`src/rtl/pico_pkg.sv`:
```
`default_nettype none
// +----------------------------------------------------------------------+
// | Package : pico_pkg                                                   |
// | Shared pico_mips types: ALU opcode, multiplier FSM states, data width|
// | Rev 1.0 : initial release                                            |
// +----------------------------------------------------------------------+
package pico_pkg;

    localparam int DATA_W = 8;

    typedef enum logic {
        ALU_ADD = 1'b0,
        ALU_SUB = 1'b1
    } alu_op_t;

    typedef enum logic [1:0] {
        IDLE = 2'd0,
        RUN  = 2'd1,
        DONE = 2'd2
    } mul_state_t;

endpackage : pico_pkg
`default_nettype wire

```
`src/rtl/alu_mul_seq.sv`:
```
`default_nettype none
// +----------------------------------------------------------------------+
// | Module  : alu_mul_seq                                                |
// | Shift-and-add multiplier that borrows the shared ALU while running.  |
// | Option  : MUL_SIGNED_EN selects two's complement (Robertson) mode.   |
// | Rev 1.0 : initial release                                            |
// +----------------------------------------------------------------------+
module alu_mul_seq
    import pico_pkg::*;
#(
    parameter int WIDTH = DATA_W
) (
    input  logic             clk,
    input  logic             reset,
    input  logic             start,
    input  logic [WIDTH-1:0] multiplicand,
    input  logic [WIDTH-1:0] multiplier,
    output logic             busy,
    output logic             done,
    output logic [WIDTH-1:0] product_hi,
    output logic [WIDTH-1:0] product_lo,
    input  logic             cpu_alu_ctrl,
    input  logic [WIDTH-1:0] cpu_input1,
    input  logic [WIDTH-1:0] cpu_input2,
    output logic             alu_ctrl,
    output logic [WIDTH-1:0] alu_input1,
    output logic [WIDTH-1:0] alu_input2,
    input  logic [WIDTH-1:0] alu_result
);

    localparam int               CNT_W    = $clog2(WIDTH);
    localparam logic [CNT_W-1:0] LAST_CNT = CNT_W'(WIDTH - 1);

    mul_state_t       state_q, state_d;
    logic [WIDTH-1:0] acc_q, acc_d;
    logic [WIDTH-1:0] mq_q, mq_d;
    logic [WIDTH-1:0] mcand_q, mcand_d;
    logic [CNT_W-1:0] cnt_q, cnt_d;
    logic             busy_q, busy_d;
    logic             done_q, done_d;
    logic [WIDTH-1:0] phi_q, phi_d;
    logic [WIDTH-1:0] plo_q, plo_d;

    logic             w_last;
    alu_op_t          w_run_op;
    logic [WIDTH-1:0] w_sum;
    logic             w_shin;
    logic [WIDTH-1:0] w_acc_nx;
    logic [WIDTH-1:0] w_mq_nx;
`ifdef MUL_SIGNED_EN
    logic             w_ovf;
`endif

    assign w_last = (cnt_q == LAST_CNT);

    // Robertson: the multiplier sign bit carries negative weight, so the last partial product is subtracted
`ifdef MUL_SIGNED_EN
    assign w_run_op = (w_last && mq_q[0]) ? ALU_SUB : ALU_ADD;
`else
    assign w_run_op = ALU_ADD;
`endif

    always_comb begin
        if (state_q == IDLE) begin
            alu_ctrl   = cpu_alu_ctrl;
            alu_input1 = cpu_input1;
            alu_input2 = cpu_input2;
        end else begin
            alu_ctrl   = (state_q == RUN) ? w_run_op : ALU_ADD;
            alu_input1 = acc_q;
            alu_input2 = mcand_q;
        end
    end

    always_comb begin
        w_sum = mq_q[0] ? alu_result : acc_q;
`ifdef MUL_SIGNED_EN
        w_ovf  = 1'b0;
        w_shin = acc_q[WIDTH-1];
        if (mq_q[0]) begin
            if (w_run_op == ALU_SUB) begin
                w_ovf = (acc_q[WIDTH-1] != mcand_q[WIDTH-1]) && (alu_result[WIDTH-1] != acc_q[WIDTH-1]);
            end else begin
                w_ovf = (acc_q[WIDTH-1] == mcand_q[WIDTH-1]) && (alu_result[WIDTH-1] != acc_q[WIDTH-1]);
            end
            w_shin = alu_result[WIDTH-1] ^ w_ovf;
        end
`else
        // The ALU is only WIDTH bits wide; a wrapped sum is smaller than acc
        w_shin = mq_q[0] && (alu_result < acc_q);
`endif
        w_acc_nx = {w_shin, w_sum[WIDTH-1:1]};
        w_mq_nx  = {w_sum[0], mq_q[WIDTH-1:1]};
    end

    always_comb begin
        state_d = state_q;
        acc_d   = acc_q;
        mq_d    = mq_q;
        mcand_d = mcand_q;
        cnt_d   = cnt_q;
        busy_d  = busy_q;
        done_d  = 1'b0;
        phi_d   = phi_q;
        plo_d   = plo_q;
        case (state_q)
            IDLE: begin
                if (start) begin
                    state_d = RUN;
                    mcand_d = multiplicand;
                    mq_d    = multiplier;
                    acc_d   = '0;
                    cnt_d   = '0;
                    busy_d  = 1'b1;
                end
            end
            RUN: begin
                acc_d = w_acc_nx;
                mq_d  = w_mq_nx;
                cnt_d = cnt_q + 1'b1;
                if (w_last) begin
                    state_d = DONE;
                    done_d  = 1'b1;
                    phi_d   = w_acc_nx;
                    plo_d   = w_mq_nx;
                end
            end
            DONE: begin
                state_d = IDLE;
                busy_d  = 1'b0;
            end
            default: begin
                state_d = IDLE;
                busy_d  = 1'b0;
            end
        endcase
    end

    always_ff @(posedge clk or posedge reset) begin
        if (reset) begin
            state_q <= IDLE;
            acc_q   <= '0;
            mq_q    <= '0;
            mcand_q <= '0;
            cnt_q   <= '0;
            busy_q  <= 1'b0;
            done_q  <= 1'b0;
            phi_q   <= '0;
            plo_q   <= '0;
        end else begin
            state_q <= state_d;
            acc_q   <= acc_d;
            mq_q    <= mq_d;
            mcand_q <= mcand_d;
            cnt_q   <= cnt_d;
            busy_q  <= busy_d;
            done_q  <= done_d;
            phi_q   <= phi_d;
            plo_q   <= plo_d;
        end
    end

    assign busy       = busy_q;
    assign done       = done_q;
    assign product_hi = phi_q;
    assign product_lo = plo_q;

endmodule : alu_mul_seq
`default_nettype wire
```
`config.mk`:
```
export PLATFORM = sky130hd
export DESIGN_NAME = alu_mul_seq
export DESIGN_NICKNAME = d
export VERILOG_FILES = /design/src/rtl/pico_pkg.sv /design/src/rtl/alu_mul_seq.sv
export SDC_FILE = /design/constraint.sdc
export NUM_CORES = 1
export LEC_CHECK = 0
export ABC_CLOCK_PERIOD_IN_PS = 3900
export CORE_AREA = 2 2 85 87
export CTS_BUF_LIST = sky130_fd_sc_hd__clkbuf_8
export CTS_CLUSTER_SIZE = 14
export DETAILED_ROUTE_END_ITERATION = 8
export DIE_AREA = 0 0 87 89
export GPL_TIMING_DRIVEN = 0
export HOLD_SLACK_MARGIN = 0.06
export PLACE_DENSITY = 0.63
export SETUP_SLACK_MARGIN = 0.05
export SYNTH_ARGS = -nofsm -noshare
export SYNTH_HDL_FRONTEND = slang
export SYNTH_SLANG_ARGS = --single-unit
```
`constraint.sdc`:
```
create_clock -name clk -period 3.9 [get_ports clk]
set_input_delay 0.585 -clock clk [delete_from_list [all_inputs] [get_ports clk]]
set_output_delay 0.585 -clock clk [all_outputs]
set_load 0.02 [all_outputs]
```
==> flow_summary.yaml, run 1 <==
synth:
  synth_nets: 261
  netlist.area_leader.share_pct: 50.6
  synth_flop_cell: "dfrtp_1"
  synthTopCellsByArea: "dfrtp_1 (51%), mux2_2 (7.7%), o21ai_0 (6.9%)"
  syn_inst: 208
  synthArstFlopShare_pct: 100
  synth.distinct_cells: 25
  syn_avg_cell_area_sq_um: 11.2
  yosysMostFrequentCell: "dfrtp_1"
  synth_edf_count: 0
  synth_area_sq_mm: 0.00233
  synth-seq-cells: 47
  synth_common_cells: "dfrtp_1 (47), o21ai_0 (32), nand2_1 (28), mux2_2 (16), mux2i_1 (15)"
  yosysWarnings: 0
  ys_seq_area_share_pct: 50.6
  yosys.area.top_type: "dfrtp_1"
timing:
  tightest_slew_ns: 0.533
  drv_slew: 0
  finClkSkew_ns: 0.00538
  post-route-period-util_pct: 70.9
  final.setup.tns_ns: 0
  holdWs_ns: 0.482
  final-setup-viol-count: 0
  fin_ws_ns: 1.13
  finalCriticalPeriod_ns: 2.77
  clock.fmax_mhz: 362
  rsz0062_at_grt: "false"
  slew_headroom_pct: 64.4
  finalHoldViolations: 0
cts:
  cts_buffers: 5
  post_cts_buffers: 0
  holdBufCountCts: 0
  clk-insertion-delay-late_ns: 0.30
  root_buffer: "clkbuf_8"
  path_clk_slew_ns: 0.08
  ctsLongestPathBuffers: 2
  htreeDepth: 2
  cts.sinks: 47
  cts_tree: "built"
  cts_resized: 0
floorplan:
  rows: 30
  dieHeight_um: 89
  die_w_um: 87
  core-area_sq_mm: 0.00672
  ios: 79
  start_util_pct: 34.6
  dieArea_sq_mm: 0.00774
flow_run:
  drv_cap: 0
final_layout:
  finish.utilization_pct: 49.3
  area_growth_pct: 42.5
  final_nets: 347
  layout-drive-gt1-share_pct: 16.0
  instances_no_fill: 374
  num_antenna_cells: 0
  final_area_sq_mm: 0.00331
detailed_routing:
  drt_iter0_markers: 70
  ant_nets: 0
  first_pass_iters: 4
  wl_per_cell_um: 14.5
  vias: 1807
  via_per_inst: 4.83
  drc_errors: 0
  wl_mm: 5.41
grt:
  grt_pass1_vias: 1857
  grt_pass1_wl_mm: 8.96
  grt_usage_pct: 14.9
  grt_max_degree: 25
  grt_antenna_before_repair: 0
  grt-ovfl-total: 0
worst_setup_path:
  critPathLaunchType: "flip-flop"
  worstPathRequired_ns: 3.31
  endpoint_kind: "output pin"
  crit_type: "flip-flop to output pin"
  crit_path_max_fanout: 10
  critPathArrivalTime_ns: 2.18
  worst_r2r_path_depth: 6
power:
  irDropWorstVdd_v: 0.000356
  design_power_total_mw: 2.58
  p_leak_nw: 1.50
  powerDensity_mw_per_mm2: 778
worst_hold_path:
  min_path_type: "flip-flop to flip-flop"
  hold_path_depth: 2
placement:
  dpl-instance-area_sq_mm: 0.00323
  place.gp.congestion: 0.804
  dpl_worst_slack_ns: 1.41
  portBuffers: 78
  dpl.hpwl_mm: 4.00
  dpl.cell_count: 367
run_status:
  outcome: "complete, no violations"
## worst max-delay path: stages, from the launching register on
cell and delay [ns]:
dfrtp_1 0.43, nor2_4 0.26, buf_2 0.28, mux2_2 0.36, clkdlybuf4s50_1 0.54
## layout by cell type (no fill, tap or decap), types with 2 or more instances in the layout
| cell type | Yosys | routed |
|---|---|---|
| buf_2 | 5 | 5 |
| clkdlybuf4s50_1 | 0 | 78 |
| dfrtp_1 | 47 | 47 |
| clkbuf_8 | 0 | 6 |
| mux2_2 | 16 | 16 |
| ha_1 | 9 | 9 |
| clkbuf_1 | 2 | 2 |
| o21ai_0 | 32 | 32 |
| mux2i_1 | 15 | 15 |
| buf_6 | 5 | 5 |
| inv_1 | 11 | 10 |
| o211ai_1 | 2 | 2 |
| o21ai_1 | 3 | 3 |
| mux2_4 | 8 | 8 |
| nand3_1 | 14 | 14 |
| nand2_1 | 28 | 28 |
## state kept, by name (all words and copies together), names as in the netlist
register    cells
acc_q           8
busy            1
cnt_q           3
done            1
mcand_q         8
mq_q            8
product_hi      8
product_lo      8
state_q         2
## power by group
group	total [mW]	internal, mW	switching [mW]
combinational	1.44	0.721	0.717
sequential	0.845	0.711	0.133
clock	0.296	0.139	0.157
total	2.58	1.57	1.01
## layout make-up
type,instances,area (sq um)
repair buffers,79,801
clock buffers,6,82.6
well taps,80,100
clock inverters,1,5.00
flip-flops and latches,47,1180
plain buffers,12,88.8
multi-input cells,138,1020
inverters,11,41.3
fillers,628,3400
## path summary, 6_finish.rpt
path	startpoint	endpoint	slack (ns)
max reg2reg	acc_q[2]	acc_q[7]	2.38
max in group asynchronous	reset	cnt_q[2]	2.75
min reg2reg	product_hi[5]	product_hi[5]	0.48
min in group asynchronous	reset	done	0.64
min	product_hi[5]	product_hi[5]	0.48
max	state_q[1]	alu_input2[5]	1.13
## layer usage
| layer | vias up | global-route usage (%) | part of all wire (%) | wire length (um) |
|---|---|---|---|---|
| li1 | 893 | - | - | - |
| met1 | 854 | 18.6 | 43 | 2330 |
| met2 | 52 | 25.5 | 50 | 2710 |
| met3 | 8 | 3.60 | 5.5 | 297 |
| met4 | 0 | 5.11 | 1.4 | 75 |
| met5 | - | 0 | 0 | 0 |
## cell families after synthesis
group / after synthesis / share of synthesized area [%]
adder cells (fa/ha/maj): 9 / 4.84
AO/OA/AOI/OAI: 40 / 9.20
AND/OR/NAND/NOR: 50 / 10.4
multiplexers: 39 / 19.4
flip-flops: 47 / 50.6
buffers and inverters: 23 / 5.59
Power figures use the tool's default switching activity.
==> inputs of run 2 (changes only) <==
ABC_CLOCK_PERIOD_IN_PS = 2300   (was 3900)
PLACE_DENSITY = 0.65   (was 0.63)
clock period = 2.3 ns   (was 3.9 ns; I/O delays follow)
==> run 2 against run 1 <==
Clock skew increased by 0.0027 ns. Final area increased by 1.8%. Combinational power increased by 65%. Critical endpoint is now alu_ctrl. Routed wire length increased by 0.20%. Sequential power increased by 69%. Register-to-register slack got worse by 1.6 ns. Power increased by 72%. Hold slack got worse by 0.083 ns. Via count increased by 1.3%.
==> flow_summary.yaml, run 2 (synthesized netlist as in run 1, its figures left out) <==
worst_setup_path:
  crit_path_start: "state_q[1]"
  endpoint_kind: "output pin"
  r2r_end: "acc_q[7]"
  ff2ff_setup_slack_ns: 0.78
  crit_type: "flip-flop to output pin"
  worstPathRequired_ns: 1.96
  endpoint: "alu_ctrl"
  critPathArrivalTime_ns: 1.81
  critPathLaunchType: "flip-flop"
  worst_r2r_path_depth: 6
  reg2reg_from: "acc_q[3]"
  crit_path_max_fanout: 10
final_layout:
  layout-drive-gt1-share_pct: 17.2
  multi_input_area_sq_mm: 0.00102
  finish.utilization_pct: 50.2
  final_area_sq_mm: 0.00337
  fillers: 640
  num_antenna_cells: 0
  layout_common_cells: "clkdlybuf4s50_1 (62), dfrtp_1 (47), o21ai_0 (32)"
  ff_latch_area_sq_mm: 0.00118
  final_nets: 349
  layout_commonest_cell: "clkdlybuf4s50_1"
  instances_no_fill: 377
  area_growth_pct: 45.0
cts:
  cts.sinks: 47
  ctsLongestPathBuffers: 2
  htreeDepth: 2
  path_clk_slew_ns: 0.09
  holdBufCountCts: 0
  clk-insertion-delay-late_ns: 0.29
  cts_tree: "built"
  root_buffer: "clkbuf_8"
  cts_buffers: 5
timing:
  slew_headroom_pct: 64.6
  rsz0062_at_grt: "false"
  finalCriticalPeriod_ns: 2.15
  final.setup.tns_ns: 0
  post-route-period-util_pct: 93.6
  final-setup-viol-count: 0
  holdWs_ns: 0.399
  finClkSkew_ns: 0.00806
  finalHoldViolations: 0
  clock.fmax_mhz: 465
  tightest_slew_ns: 0.530
  fin_ws_ns: 0.148
  drv_slew: 0
grt:
  grt_usage_pct: 14.5
  grt_max_degree: 25
  grt_busiest_layer: "met2"
  grt-ovfl-total: 0
  grt_antenna_before_repair: 0
  grt_pass1_vias: 1828
  grt_use_met1_pct: 18.9
  grt_pass1_wl_mm: 8.79
  met2_usage_pct: 24.8
  grtUsageMet3_pct: 3.05
floorplan:
  die_w_um: 87
  core-area_sq_mm: 0.00672
  dieArea_sq_mm: 0.00774
  rows: 30
  dieHeight_um: 89
  start_util_pct: 34.6
  ios: 79
power:
  comb_power_share_pct: 53.7
  p_leak_nw: 1.64
  clockPowerShare_pct: 13.9
  powerDensity_mw_per_mm2: 1310
  switching_share_pct: 38.3
  pwr-share-seq_pct: 32.4
  internal_power_mw: 2.73
  design_power_total_mw: 4.44
  irDropWorstVdd_v: 0.000584
  p_switching_mw: 1.70
placement:
  dpl.cell_count: 367
  dpl.hpwl_mm: 4.05
  place.gp.congestion: 0.729
  portBuffers: 78
  dpl_worst_slack_ns: 0.0387
  dpl-instance-area_sq_mm: 0.00323
detailed_routing:
  wl_mm: 5.42
  drc_errors: 0
  wl_per_cell_um: 14.4
  first_pass_iters: 4
  drt_iter0_markers: 64
  via_per_inst: 4.86
  ant_nets: 0
  vias: 1831
run_status:
  outcome: "complete, no violations"
worst_hold_path:
  min_path_type: "input port to asynchronous set/reset pin"
flow_run:
  drv_cap: 0
## run 2: worst min-delay path by stage
stage	slack (ns)	to	depth (start not counted)	start
finish	0.40	product_hi[6]	2	reset
global route	0.44	done	2	reset
CTS	0.42	product_lo[0]	2	reset
detailed placement	0.47	product_hi[2]	2	product_hi[2]
global placement	0.46	product_hi[3]	2	product_hi[3]
floorplan	0.47	mq_q[6]	2	mq_q[7]
## run 2: cell type report
type                       count  area share [%]
clock inverter                 2            1.04
timing repair buffer          81            24.5
sequential                    47            34.9
tap                           80            2.97
clock buffer                   6            2.45
multi-input combinational    138            30.2
inverter                      11            1.22
buffer                        12            2.74
## run 2: metal layers
layer | up-vias | share of wire [%]
li1 | 896 | -
met2 | 45 | 50
met5 | - | 0
met1 | 886 | 44
met4 | 0 | 0.72
met3 | 4 | 4.7
## run 2: worst max-delay path, cell delays in order (launching register included)
cell and delay [ns]:
dfrtp_1 0.44, nor2_4 0.14, buf_4 0.20, and2_1 0.13, clkdlybuf4s50_1 0.59
## run 2: repair_timing
action / 4_1_cts / 5_1_grt
resized for setup: 10 / 8
setup endpoints to repair: 17 / 8
setup buffers: 2 / 0
pin swaps: 1 / 0
## run 2: power groups by stage
stage	clock network [mW]	registers (mW)	logic [mW]
6_report	0.618	1.43	2.38
5_1_grt	0.671	1.49	2.61
4_1_cts	0.644	1.44	2.44
3_5_place_dp	0	1.45	2.46
3_3_place_gp	0	1.44	2.42
2_1_floorplan	0	1.58	1.34
